===== src/rtl/synth_pkg.sv =====
// Shared synthesiser widths and codes used by the voice mixer.
package synth_pkg;

    localparam int PHASE_W  = 10;
    localparam int SAMPLE_W = 16;
    localparam int ACC_W    = 18;

    typedef enum logic [1:0] {
        WAVE_SAW    = 2'd0,
        WAVE_SQUARE = 2'd1,
        WAVE_TRI    = 2'd2,
        WAVE_SINE   = 2'd3
    } wave_e;

    localparam logic [1:0] PIPE_STATE_UPDATE = 2'd2;

endpackage


===== src/rtl/voice_mixer_sine_rom.sv =====
// sine_rom: combinational quarter-wave table, round(511*sin(pi/2*k/256)) for k = 0..255.
module sine_rom (
    input  logic [7:0] addr,
    output logic [8:0] mag
);

    // Table contents are evaluated at elaboration with a fixed-point (Q30) Taylor series.
    function automatic int sine_q(input int k);
        longint x;
        longint term;
        longint sum;
        x    = (64'sd1686629713 * longint'(k)) / 64'sd256;
        sum  = x;
        term = x;
        for (int n = 1; n <= 7; n++) begin
            term = (term * x) >>> 30;
            term = (term * x) >>> 30;
            term = -term / longint'((2 * n) * (2 * n + 1));
            sum  = sum + term;
        end
        return int'((sum * 64'sd511 + (64'sd1 <<< 29)) >>> 30);
    endfunction

    logic [8:0] table_w [256];

    for (genvar k = 0; k < 256; k++) begin : g_rom
        assign table_w[k] = 9'(sine_q(k));
    end

    assign mag = table_w[addr];

endmodule


===== src/rtl/voice_mixer.sv =====
// Voice mixer: per-voice waveform, gate and sweep accumulation into one saturated sample.
// Build option: define SINE_LUT_EN to include the sine table (otherwise sine voices are silent).
module voice_mixer
    import synth_pkg::*;
#(
    parameter int NUM_VOICES = 128,
    parameter int OUT_SHIFT  = 2
) (
    input  logic                       i_clk,
    input  logic                       i_reset,
    input  logic [1:0]                 i_pipeline_state,
    input  logic [PHASE_W-1:0]         i_phase,
    input  logic [7:0]                 i_voice_index,
    input  logic [1:0]                 i_waveform,
    input  logic                       i_SPI_flag,
    input  logic [7:0]                 i_SPI_voice_index,
    input  logic                       i_SPI_gate,
    output logic signed [SAMPLE_W-1:0] o_sample,
    output logic                       o_sample_valid
);

    localparam logic [8:0] VOICE_LIMIT = 9'(NUM_VOICES);
    localparam logic [8:0] LAST_VOICE  = 9'(NUM_VOICES - 1);

    function automatic logic signed [PHASE_W-1:0] wave_value(
        input logic [1:0]                wave,
        input logic [PHASE_W-1:0]        p,
        input logic signed [PHASE_W-1:0] sine_w
    );
        logic signed [PHASE_W:0] twice;
        logic signed [PHASE_W:0] tri_w;
        twice = $signed({1'b0, p[8:0], 1'b0});
        tri_w = p[9] ? (11'sd511 - twice) : (twice - 11'sd512);
        case (wave)
            WAVE_SAW:    wave_value = $signed({~p[9], p[8:0]});
            WAVE_SQUARE: wave_value = p[9] ? -10'sd511 : 10'sd511;
            WAVE_TRI:    wave_value = tri_w[PHASE_W-1:0];
            default:     wave_value = sine_w;
        endcase
    endfunction

    function automatic logic signed [SAMPLE_W-1:0] sat16(input logic signed [ACC_W-1:0] s);
        if (s > 18'sd32767)
            sat16 = 16'sh7fff;
        else if (s < -18'sd32768)
            sat16 = 16'sh8000;
        else
            sat16 = s[SAMPLE_W-1:0];
    endfunction

    logic                        gate [256];
    logic                        vld_p1;
    logic [PHASE_W-1:0]          phase_p1;
    logic [7:0]                  voice_p1;
    logic                        gate_p1;
    logic [1:0]                  wave_q;
    logic                        vld_p2;
    logic signed [PHASE_W-1:0]   w_p2;
    logic [7:0]                  voice_p2;
    logic signed [ACC_W-1:0]     acc;
    logic                        sync;
    logic signed [PHASE_W-1:0]   sine_w;
    logic signed [ACC_W-1:0]     sum_s;
    logic signed [ACC_W-1:0]     shifted;
    logic                        is_last;
    logic                        sync_next;

    always_ff @(posedge i_clk) begin
        if (i_reset) begin
            for (int i = 0; i < 256; i++) gate[i] <= 1'b0;
        end else if (i_SPI_flag && ({1'b0, i_SPI_voice_index} < VOICE_LIMIT)) begin
            gate[i_SPI_voice_index] <= i_SPI_gate;
        end
    end

    // ---- S1: capture phase, voice and gate (gate read before any same-cycle write)
    always_ff @(posedge i_clk) begin
        if (i_reset) begin
            vld_p1 <= 1'b0;
            wave_q <= WAVE_SAW;
        end else begin
            vld_p1 <= (i_pipeline_state == PIPE_STATE_UPDATE);
            if ((i_pipeline_state == PIPE_STATE_UPDATE) && (i_voice_index == 8'd0))
                wave_q <= i_waveform;
        end
    end

    always_ff @(posedge i_clk) begin
        if (i_pipeline_state == PIPE_STATE_UPDATE) begin
            phase_p1 <= i_phase;
            voice_p1 <= i_voice_index;
            gate_p1  <= gate[i_voice_index];
        end
    end

`ifdef SINE_LUT_EN
    logic [7:0] rom_addr;
    logic [8:0] sine_mag;

    assign rom_addr = phase_p1[8] ? ~phase_p1[7:0] : phase_p1[7:0];

    sine_rom u_sine_rom (
        .addr (rom_addr),
        .mag  (sine_mag)
    );

    assign sine_w = phase_p1[9] ? -$signed({1'b0, sine_mag}) : $signed({1'b0, sine_mag});
`else
    assign sine_w = '0;
`endif

    // ---- S2: waveform value, muted by gate or out-of-range voice
    always_ff @(posedge i_clk) begin
        if (i_reset)
            vld_p2 <= 1'b0;
        else
            vld_p2 <= vld_p1;
    end

    always_ff @(posedge i_clk) begin
        voice_p2 <= voice_p1;
        if (gate_p1 && ({1'b0, voice_p1} < VOICE_LIMIT))
            w_p2 <= wave_value(wave_q, phase_p1, sine_w);
        else
            w_p2 <= '0;
    end

    assign sum_s     = acc + {{(ACC_W-PHASE_W){w_p2[PHASE_W-1]}}, w_p2};
    assign shifted   = sum_s >>> OUT_SHIFT;
    assign is_last   = ({1'b0, voice_p2} == LAST_VOICE);
    assign sync_next = sync | (voice_p2 == 8'd0);

    // ---- S3: accumulate; emit at the last voice once a full sweep has been seen
    always_ff @(posedge i_clk) begin
        if (i_reset) begin
            acc            <= '0;
            sync           <= 1'b0;
            o_sample       <= '0;
            o_sample_valid <= 1'b0;
        end else begin
            o_sample_valid <= 1'b0;
            if (vld_p2) begin
                sync <= sync_next;
                if (is_last) begin
                    acc <= '0;
                    if (sync_next) begin
                        o_sample       <= sat16(shifted);
                        o_sample_valid <= 1'b1;
                    end
                end else begin
                    acc <= sum_s;
                end
            end
        end
    end

endmodule


===== config.mk =====
export PLATFORM = sky130hd
export DESIGN_NAME = voice_mixer
export DESIGN_NICKNAME = d
export VERILOG_FILES = /design/src/rtl/synth_pkg.sv /design/src/rtl/voice_mixer_sine_rom.sv /design/src/rtl/voice_mixer.sv
export SDC_FILE = /design/constraint.sdc
export NUM_CORES = 1
export LEC_CHECK = 0
export BUFFER_PORTS_ARGS = -buffer_cell sky130_fd_sc_hd__buf_4
export CORE_ASPECT_RATIO = 1.5
export CORE_MARGIN = 3
export CORE_UTILIZATION = 35
export CTS_CLUSTER_SIZE = 25
export DETAILED_ROUTE_END_ITERATION = 10
export PLACE_DENSITY = 0.49
export RECOVER_POWER = 100
export SYNTH_ARGS = -nofsm -noshare
export SYNTH_HDL_FRONTEND = slang
export SYNTH_SLANG_ARGS = --single-unit

===== constraint.sdc =====
create_clock -name i_clk -period 7.5 [get_ports i_clk]
set_input_delay 0.375 -clock i_clk [delete_from_list [all_inputs] [get_ports i_clk]]
set_output_delay 0.375 -clock i_clk [all_outputs]
set_load 0.01 [all_outputs]

Word-level counts from Yosys, hierarchy flattened. Memory sizes are Yosys's and may differ from the RTL's. A register that Yosys moved wholly into a read port is not among the register bits. Index checks and enable logic that the tools add are counted.

Memories: 1. Bits in registers: 76. Output and inout port bits: 17. RAM bits: 256. Word-level logic and storage cells: 51.

Bitwise gates (word level): 4. $lt $le $gt $ge: 4. Mux-type cells: 15. $add $sub $neg: 3. Equal/unequal tests: 4. Reduce and logical (&&, ||, !) cells: 9.

Memory list: gate (words 256, width 1, rd ports 1, clocked after memory_dff 1, write ports 256, line voice_mixer.sv:51) `logic gate [256];`.

Operators by type and width (count): $mux W16 (2); $pmux W10 S3 (1); $mux W10 (2); $add A18 B18 Y18 (1); $mux W18 (1); $gt A16 B16 Y1 const B (1); $logic_not A8 Y1 (2); $lt A16 B16 Y1 const B (1); $lt A8 B8 Y1 const B (2); $sub A10 B10 Y10 const B (1); $sub A9 B10 Y10 const A (1); $eq A8 B7 Y1 const B (1); $mux W1 (8); $mux W8 (1); $eq A2 B2 Y1 const B (2); $logic_and A1 B1 Y1 (3); $not A1 Y1 (3); $reduce_and A3 Y1 (1); $reduce_or A3 Y1 (1); $eq A2 B1 Y1 const B (1); $logic_not A2 Y1 (1); $or A1 B1 Y1 (1); $reduce_or A1 Y1 (1).

Longest topological paths before layout. Gate-level depths: netlist (run 1).

Depth in word-level cells: 7. Depth in mapped cells: 10.

Least setup slack after synthesis (run 1). Ideal clock, no wire load.

Path kind: input port to flip-flop. Start point: input i_voice_index[1]. End point: register gate_p1 (read register of gate), data pin. Setup time: 261 ps. Cell stages on the path: 8. Path slack: 4473 ps. Data arrival time: 2766 ps. Cell sequence: clkbuf_1 -> buf_1 -> mux4_2 -> mux4_2 -> mux2_2 -> a2111oi_0 -> nor3_1 -> a311o_1.

RTL lines: start: declaration (line voice_mixer.sv:13) `input logic [7:0] i_voice_index,`; end: declaration (line voice_mixer.sv:55) `logic gate_p1;`.

==> results of run 1 <==
-- cell type report --
cell class	instances	area share, %
Sequential cell	333	53.9
Timing Repair Buffer	68	2.36
Tap cell	576	4.13
Multi-Input combinational cell	892	32.9
Inverter	5	0.115
Clock buffer	46	5.55
Clock inverter	16	0.960
-- routing by layer --
layer	share of wire [%]	up-vias
li1	-	4547
met1	39	4715
met2	53	226
met3	4.4	70
met4	3.8	0
met5	0	-
-- cell usage after synthesis, types with 2 or more instances --
library cell,count,area share (%)
and3b_1,2,0.11
nand2b_1,7,0.28
nor3_1,15,0.48
and3_1,2,0.080
o21a_1,5,0.24
or3_1,2,0.080
nand2_1,188,4.5
nand4_1,3,0.12
inv_1,4,0.096
buf_1,6,0.14
edfxtp_1,275,53
mux2_2,3,0.22
buf_2,6,0.19
nor4_1,6,0.24
mux4_2,75,11
mux2i_1,12,0.77
a21o_1,3,0.14
nor2b_1,14,0.56
a22oi_1,11,0.53
o21ai_0,68,2.2
o2bb2ai_1,2,0.11
nor2_1,182,4.4
o22ai_1,4,0.16
clkbuf_1,208,5.0
o21ai_1,3,0.096
xnor2_1,19,1.1
a21oi_1,32,1.0
o21bai_1,5,0.24
xor2_1,6,0.34
nand3_1,26,0.84
a211oi_1,15,0.72
a211o_1,9,0.51
and2_1,3,0.12
or2_2,7,0.28
ha_1,17,1.4
buf_6,2,0.14
o221ai_1,2,0.11
o31ai_1,2,0.096
o311ai_1,2,0.11
dfxtp_1,58,7.5
-- layout by cell type (no fill, tap or decap), types with 15 or more instances in the layout --
cell type,netlist,layout
a211oi_1,15,15
a21oi_1,32,32
buf_4,0,22
clkbuf_1,208,38
clkbuf_16,0,37
conb_1,1,128
dfxtp_1,58,58
edfxtp_1,275,275
ha_1,17,17
mux4_2,75,75
nand2_1,188,188
nand3_1,26,26
nor2_1,182,182
o21ai_0,68,68
xnor2_1,19,19
-- power by group --
group | switching (W) | internal [W] | total [W]
Sequential | 0.0000388 | 0.00211 | 0.00215
Clock | 0.000717 | 0.00102 | 0.00174
Combinational | 0.000157 | 0.000135 | 0.000292
-- per-stage QoR --
| stage | worst slack [ns] | total power [W] | cell area, um^2 | hold WS, ns | std cells |
|---|---|---|---|---|---|
| after floorplan | 4.47 | 0.00240 | 16000 | 0.323 | 1452 |
| after global placement | 3.68 | 0.00248 | 16400 | 0.325 | 1870 |
| after detailed placement | 3.70 | 0.00248 | 16400 | 0.327 | 1870 |
| after CTS | 4.25 | 0.00424 | 17600 | 0.000558 | 1936 |
| after global routing | 2.07 | 0.00435 | 17500 | 0.0277 | 1936 |
| final | 2.57 | 0.00418 | 17500 | 0.0572 | 1936 |
-- cells by family after synthesis --
kind of cell | after synthesis | synth area share [%]
AOI/OAI and AO/OA | 171 | 6.75
xor gates and xnor gates | 25 | 1.41
adders and majority gates | 18 | 1.50
buffers and inverters | 227 | 5.62
DFF | 333 | 60.6
muxes | 90 | 11.8
other | 1 | 0.0241
and+or+nand+nor | 460 | 12.3
-- worst max-delay path by stage --
| stage | start | to | cells past startpoint |
|---|---|---|---|
| floorplan | i_voice_index[1] | gate_p1 | 8 |
| global placement | i_voice_index[0] | gate_p1 | 8 |
| detailed placement | i_voice_index[0] | gate_p1 | 8 |
| CTS | i_voice_index[0] | gate_p1 | 8 |
| global route | i_reset | gate[88] | 4 |
| finish | i_reset | gate[76] | 4 |
-- registers in the layout, summed over array words and instances, names as in the netlist --
| name | cells |
|---|---|
| w_p2 | 10 |
| vld_p2 | 1 |
| gate | 256 |
| voice_p2 | 8 |
| voice_p1 | 8 |
| wave_q | 2 |
| o_sample | 16 |
| o_sample_valid | 1 |
| sync | 1 |
| vld_p1 | 1 |
| phase_p1 | 10 |
| gate_p1 | 1 |
| acc | 18 |
-- worst max-delay path: cells and delay by family --
family                 cells  cell delay [ns]
AO/OA/AOI/OAI              1             0.50
buffers and inverters      3             4.04
-- repair_timing --
action | in CTS | in global routing
resized for setup | 0 | 0
hold buffers | 4 | 0
setup buffers | 0 | 0
hold endpoints to repair | 4 | 0
==> summary.txt, run 1 <==
Hold path
  • WHS Path Cells: 1
  • Hold worst-path end: phase_p1[7]
  • Min-delay worst type: in -> reg
  • Hold_sp: i_phase[7]

Floorplanning
  • Die H: 264 um
  • Initial Util: 35.5%
  • Core ar.: 43900 um^2
  • # IOs: 51
  • Die span in x: 178 um
  • Die footprint: 47100 um^2
  • FP Rows: 94

Worst setup path
  • Reg2reg end: o_sample[14]
  • Reg2reg setup slack: 4.60 ns
  • Worst setup SP type: input port
  • CP max FO: 95
  • Cells on worst reg2reg path: 10
  • Critical path's slowest cell: clkbuf_1
  • R2R Path Start: acc[0]
  • Slowest Stage Delay on Critical Path: 2.76 ns
  • Worst Path Arrival: 5.01 ns
  • Worst Setup Path Type: in -> reg
  • CP Cell Sequence: buf_6, clkinvlp_2, clkbuf_1, o21ai_0
  • Critical Path RT: 7.58 ns
  • CP endpoint kind: flop

Finish
  • Fin util: 39.8%
  • Filler Cell Count: 4228
  • Layout Nets: 1387
  • Share of cells above drive strength 1: 12.5%
  • FF/Latch Area: 9420 um^2
  • Layout Area Growth over Synthesis: 12.3%
  • Multi-input logic area: 5750 um^2
  • Diodes inserted: 0

Place
  • PortBufs: 50
  • Routability congestion estimate from global placement: 0.791
  • Final HPWL DP: 23.4 mm

Timing
  • Setup TNS: 0 ns
  • # setup viols final: 0
  • Part of the cycle the worst path needs: 65.7%
  • Peak Freq: 203 MHz
  • Fin. Hold Viols: 0
  • RSZ-0062 raised after global routing: false
  • Max-slew violation count: 262
  • Worst rel slew slack: -157%
  • Worst-case clock skew: 0.0122 ns
  • Min Clock Period, post-route: 4.93 ns
  • Measured slew at the worst slew-check pin: 3.86 ns

Synthesis
  • Mapped Cells: 1325
  • Syn_area_per_cell: 11.7 um^2
  • Seq/Total Area, Yosys: 60.6%
  • EDFF count, synth: 275
  • Ys flop type: edfxtp_1
  • Seq cells post-synth: 333
  • Async S/R FF share, synth: 0%
  • Mapped Area: 15600 um^2
  • Count of cell types in the netlist: 54
  • Number of synthesis warnings: 0

Power and ir drop
  • IR drop worst, VDD: 0.129 mV
  • Leak pwr: 5.99 nW
  • PwrDens: 239 nW/um^2

Routing
  • DRT iter0 DRCs: 579
  • Routed Antenna Nets: 0
  • DRT Wirelength: 36.0 mm
  • DR pass1 iterations: 5
  • DR DRC count: 0
  • Routed vias/inst: 4.94
  • Vias: 9558
  • Routed wire length per instance: 18.6 um

GRT
  • GRT Max-Usage Layer: met2
  • GR Util met1: 18.1%
  • All-Layer GR Usage: 15.5%
  • M2 GR Usage: 28.1%
  • Initial antenna violation count: 0
  • Largest net degree at the start of global routing: 96
  • Met3 GRT Util: 2.39%
  • First-pass GRT wire length: 55.5 mm
  • Global route total overflow: 0
  • Vias in the first global route: 9545

Clock tree
  • Root Buffer: clkbuf_16
  • Clk Latency, worst-skew pair: 0.53 ns
  • Clock sinks: 333
  • TritonCTS clock tree: yes
  • CTS max path bufs: 3
  • H-tree lvl count: 2
  • Total CTS buffers: 35
  • Clk slew on worst S/H paths: 0.06 ns

Outcome
  • Violated checks: capacitance limit, slew limit
  • Status: complete, but fails checks

Job
  • Max_cap viols: 5
Power figures use the tool's default switching activity.
==> inputs of run 2 (changes only) <==
--- a/config.mk
+++ b/config.mk
@@ -11,7 +11,7 @@
 export CORE_UTILIZATION = 35
 export CTS_CLUSTER_SIZE = 25
 export DETAILED_ROUTE_END_ITERATION = 10
-export PLACE_DENSITY = 0.49
+export PLACE_DENSITY = 0.51
 export RECOVER_POWER = 100
 export SYNTH_ARGS = -nofsm -noshare
 export SYNTH_HDL_FRONTEND = slang
==> constraint.sdc (replaced) <==
create_clock -name i_clk -period 4.35 [get_ports i_clk]
set_input_delay 0.2175 -clock i_clk [delete_from_list [all_inputs] [get_ports i_clk]]
set_output_delay 0.2175 -clock i_clk [all_outputs]
set_load 0.01 [all_outputs]
==> run 2 against run 1 <==
  * Clock skew fell by 0.0010 ns
  * The run still ends with capacitance limit, slew limit left
  * Cell count grew 0.83%
  * Highest routed layer unchanged
  * Critical path type is now reg -> reg
  * Non-clock buffer count is 14 higher
==> summary.txt, run 2 (synthesized netlist as in run 1, its figures left out) <==
Place
  • Pre-CTS setup slack: 1.03 ns (was 3.70 ns)
  • DP Area: 16400 um^2 (about the same)
  • PortBufs: 50 (unchanged)
  • Routability congestion estimate from global placement: 0.805 (was 0.791)
  • Final HPWL DP: 22.9 mm (was 23.4 mm)

Clock tree
  • Clock sinks: 333 (unchanged)
  • H-tree lvl count: 2 (unchanged)
  • Total CTS buffers: 36 (was 35)
  • Clk Latency, worst-skew pair: 0.53 ns (about the same)
  • CTS max path bufs: 3 (unchanged)
  • Root Buffer: clkbuf_16 (unchanged)
  • TritonCTS clock tree: yes (unchanged)
  • Clk slew on worst S/H paths: 0.06 ns (about the same)

Finish
  • Layout Area Growth over Synthesis: 13.0% (was 12.3%)
  • Max reg flops: 256 (unchanged)
  • Largest regs: gate x256, acc x18, o_sample x16 (unchanged)
  • Most frequent cells in the layout: edfxtp_1 (275), nand2_1 (188), nor2_1 (182) (unchanged)
  • Finished Cell Area: 17600 um^2 (was 17500 um^2)
  • Diodes inserted: 0 (unchanged)
  • Layout Nets: 1402 (was 1387)
  • Share of cells above drive strength 1: 12.6% (was 12.5%)
  • Commonest non-fill, non-tap cell in the layout: edfxtp_1 (unchanged)
  • Biggest register: gate (unchanged)

Power and ir drop
  • Sequential Power Share: 52.0% (was 51.5%)
  • Gate power share: 7.1% (was 7.0%)
  • Clk pwr share: 40.9% (was 41.5%)
  • Leak pwr: 6.04 nW (was 5.99 nW)
  • PwrDens: 406 nW/um^2 (was 239 nW/um^2)
  • Net Sw Frac: 22.2% (was 21.8%)
  • Psw: 0.00158 W (was 0.000913 W)
  • P_int: 0.00555 W (was 0.00327 W)
  • IR drop worst, VDD: 0.234 mV (was 0.129 mV)

Timing
  • Post-route setup slack: 1.34 ns (was 2.57 ns)
  • Part of the cycle the worst path needs: 69.3%
  • Measured slew at the worst slew-check pin: 3.27 ns (was 3.86 ns)
  • Fin. Hold Viols: 0 (unchanged)
  • RSZ-0062 raised after global routing: false (unchanged)
  • Worst rel slew slack: -118% (was -157%)
  • Setup TNS: 0 ns (unchanged)
  • # setup viols final: 0 (unchanged)
  • Max-slew violation count: 218 (was 262)
  • Worst-case clock skew: 0.0111 ns (was 0.0122 ns)
  • Peak Freq: 332 MHz
  • Min Clock Period, post-route: 3.01 ns

Floorplanning
  • FP Rows: 94 (unchanged)
  • Die footprint: 47100 um^2 (unchanged)
  • Die H: 264 um (unchanged)
  • # IOs: 51 (unchanged)
  • Core ar.: 43900 um^2 (unchanged)
  • Die span in x: 178 um (unchanged)
  • Initial Util: 35.5% (unchanged)

Routing
  • Met3 routed WL: 1.53 mm (was 1.59 mm)
  • DRT iter0 DRCs: 722 (was 579)
  • Routed vias/inst: 4.86 (was 4.94)
  • WL met2: 18.5 mm (was 19.1 mm)
  • Uppermost layer routed: met4 (unchanged)
  • DR pass1 iterations: 8 (was 5)
  • Vias: 9481 (was 9558)
  • M1 wire length: 14.0 mm (was 13.9 mm)
  • DRT Wirelength: 35.2 mm (was 36.0 mm)
  • Routed wire length per instance: 18.0 um (was 18.6 um)
  • DR DRC count: 0 (unchanged)
  • Routed Antenna Nets: 0 (unchanged)

Worst setup path
  • CP max FO: 3 (was 95)
  • Worst setup SP type: flop (was input port)
  • Reg2reg end: acc[16] (was o_sample[14])
  • Worst Setup Path Type: reg -> reg (was in -> reg)
  • Cells on worst reg2reg path: 10 (unchanged)
  • Critical Path RT: 4.76 ns (was 7.58 ns)
  • Reg2reg setup slack: 1.34 ns (was 4.60 ns)
  • Worst Path Arrival: 3.43 ns (was 5.01 ns)
  • Crit. Startpoint: w_p2[0] (was i_reset)
  • R2R Path Start: w_p2[0] (was acc[0])
  • CP endpoint kind: flop (unchanged)

Outcome
  • Status: complete, but fails checks (unchanged)
  • Violated checks: capacitance limit, slew limit (unchanged)

GRT
  • Vias in the first global route: 9764 (was 9545)
  • Initial antenna violation count: 0 (unchanged)
  • Largest net degree at the start of global routing: 99 (was 96)
  • First-pass GRT wire length: 54.9 mm (was 55.5 mm)
  • Global route total overflow: 0 (unchanged)
  • All-Layer GR Usage: 15.2% (was 15.5%)

Hold path
  • Min-delay worst type: in -> reg (unchanged)
  • Hold_sp: i_reset (was i_phase[7])
  • WHS Path Cells: 1 (unchanged)
  • Hold worst-path end: gate[221] (was phase_p1[7])

Job
  • Max_cap viols: 3 (was 5)
run 2: cell count changes in the layout (fill, tap and decap cells not counted), moves of 2 or more:
cell / delta
clkbuf_1: -3
clkinv_1: +2
clkinv_2: +3
clkinvlp_4: +2
dlygate4sd3_1: +11
inv_6: +2
run 2: power groups by stage:
stage	Sequential (W)	Clock (W)	Combinational [W]
2_1_floorplan	0.00374	0	0.000406
3_3_place_gp	0.00377	0	0.000497
3_5_place_dp	0.00378	0	0.000504
4_1_cts	0.00371	0.00302	0.000517
5_1_grt	0.00372	0.00313	0.000561
6_report	0.00371	0.00292	0.000506
run 2: routing by layer:
layer,up-vias,global-route usage [%]
met5,-,0
met4,0,5.57
met3,69,2.34
met2,238,27.4
met1,4596,18.2
li1,4578,-
run 2: worst max-delay path by stage:
stage | endpoint | depth (start not counted)
5_1_grt | o_sample[14] | 10
2_1_floorplan | gate_p1 | 8
4_1_cts | gate_p1 | 6
6_report | acc[16] | 10
3_5_place_dp | gate_p1 | 7
3_3_place_gp | gate_p1 | 7
run 2: layout make-up:
cell class                 count  area (um^2)
timing repair buffer          82          554
fill                        4199        26300
clock inverter                22          168
clock buffer                  42          945
sequential                   333         9420
inverter                       5         20.0
multi-input combinational    892         5740
tap                          576          721
run 2: per-stage QoR:
stage | cells | power, W | util (%) | hold slack, ns
after floorplan | 1452 | 0.00414 | - | 0.316
after global placement | 1873 | 0.00427 | 37.5 | 0.325
after detailed placement | 1873 | 0.00428 | 37.5 | 0.328
after CTS | 1952 | 0.00725 | 40.3 | 0.0475
after global routing | 1952 | 0.00742 | 40.0 | 0.129
final | 1952 | 0.00713 | 40.0 | 0.120
run 2: what timing repair did:
item | CTS | global route
buffers inserted | 0 | 0
hold endpoints to repair | 15 | 0
gates resized for setup | 0 | 0
hold buffers | 15 | 0
run 2: worst max-delay path, cell delays in order, from the launching register on:
cell and delay (ns):
dfxtp_1 0.31, ha_1 0.22, fa_1 0.44, a211oi_1 0.35, o21a_1 0.27, o311ai_0 0.21, a221oi_1 0.42, o21ai_0 0.21
xnor2_1 0.23, nand3_1 0.10, a21oi_1 0.15
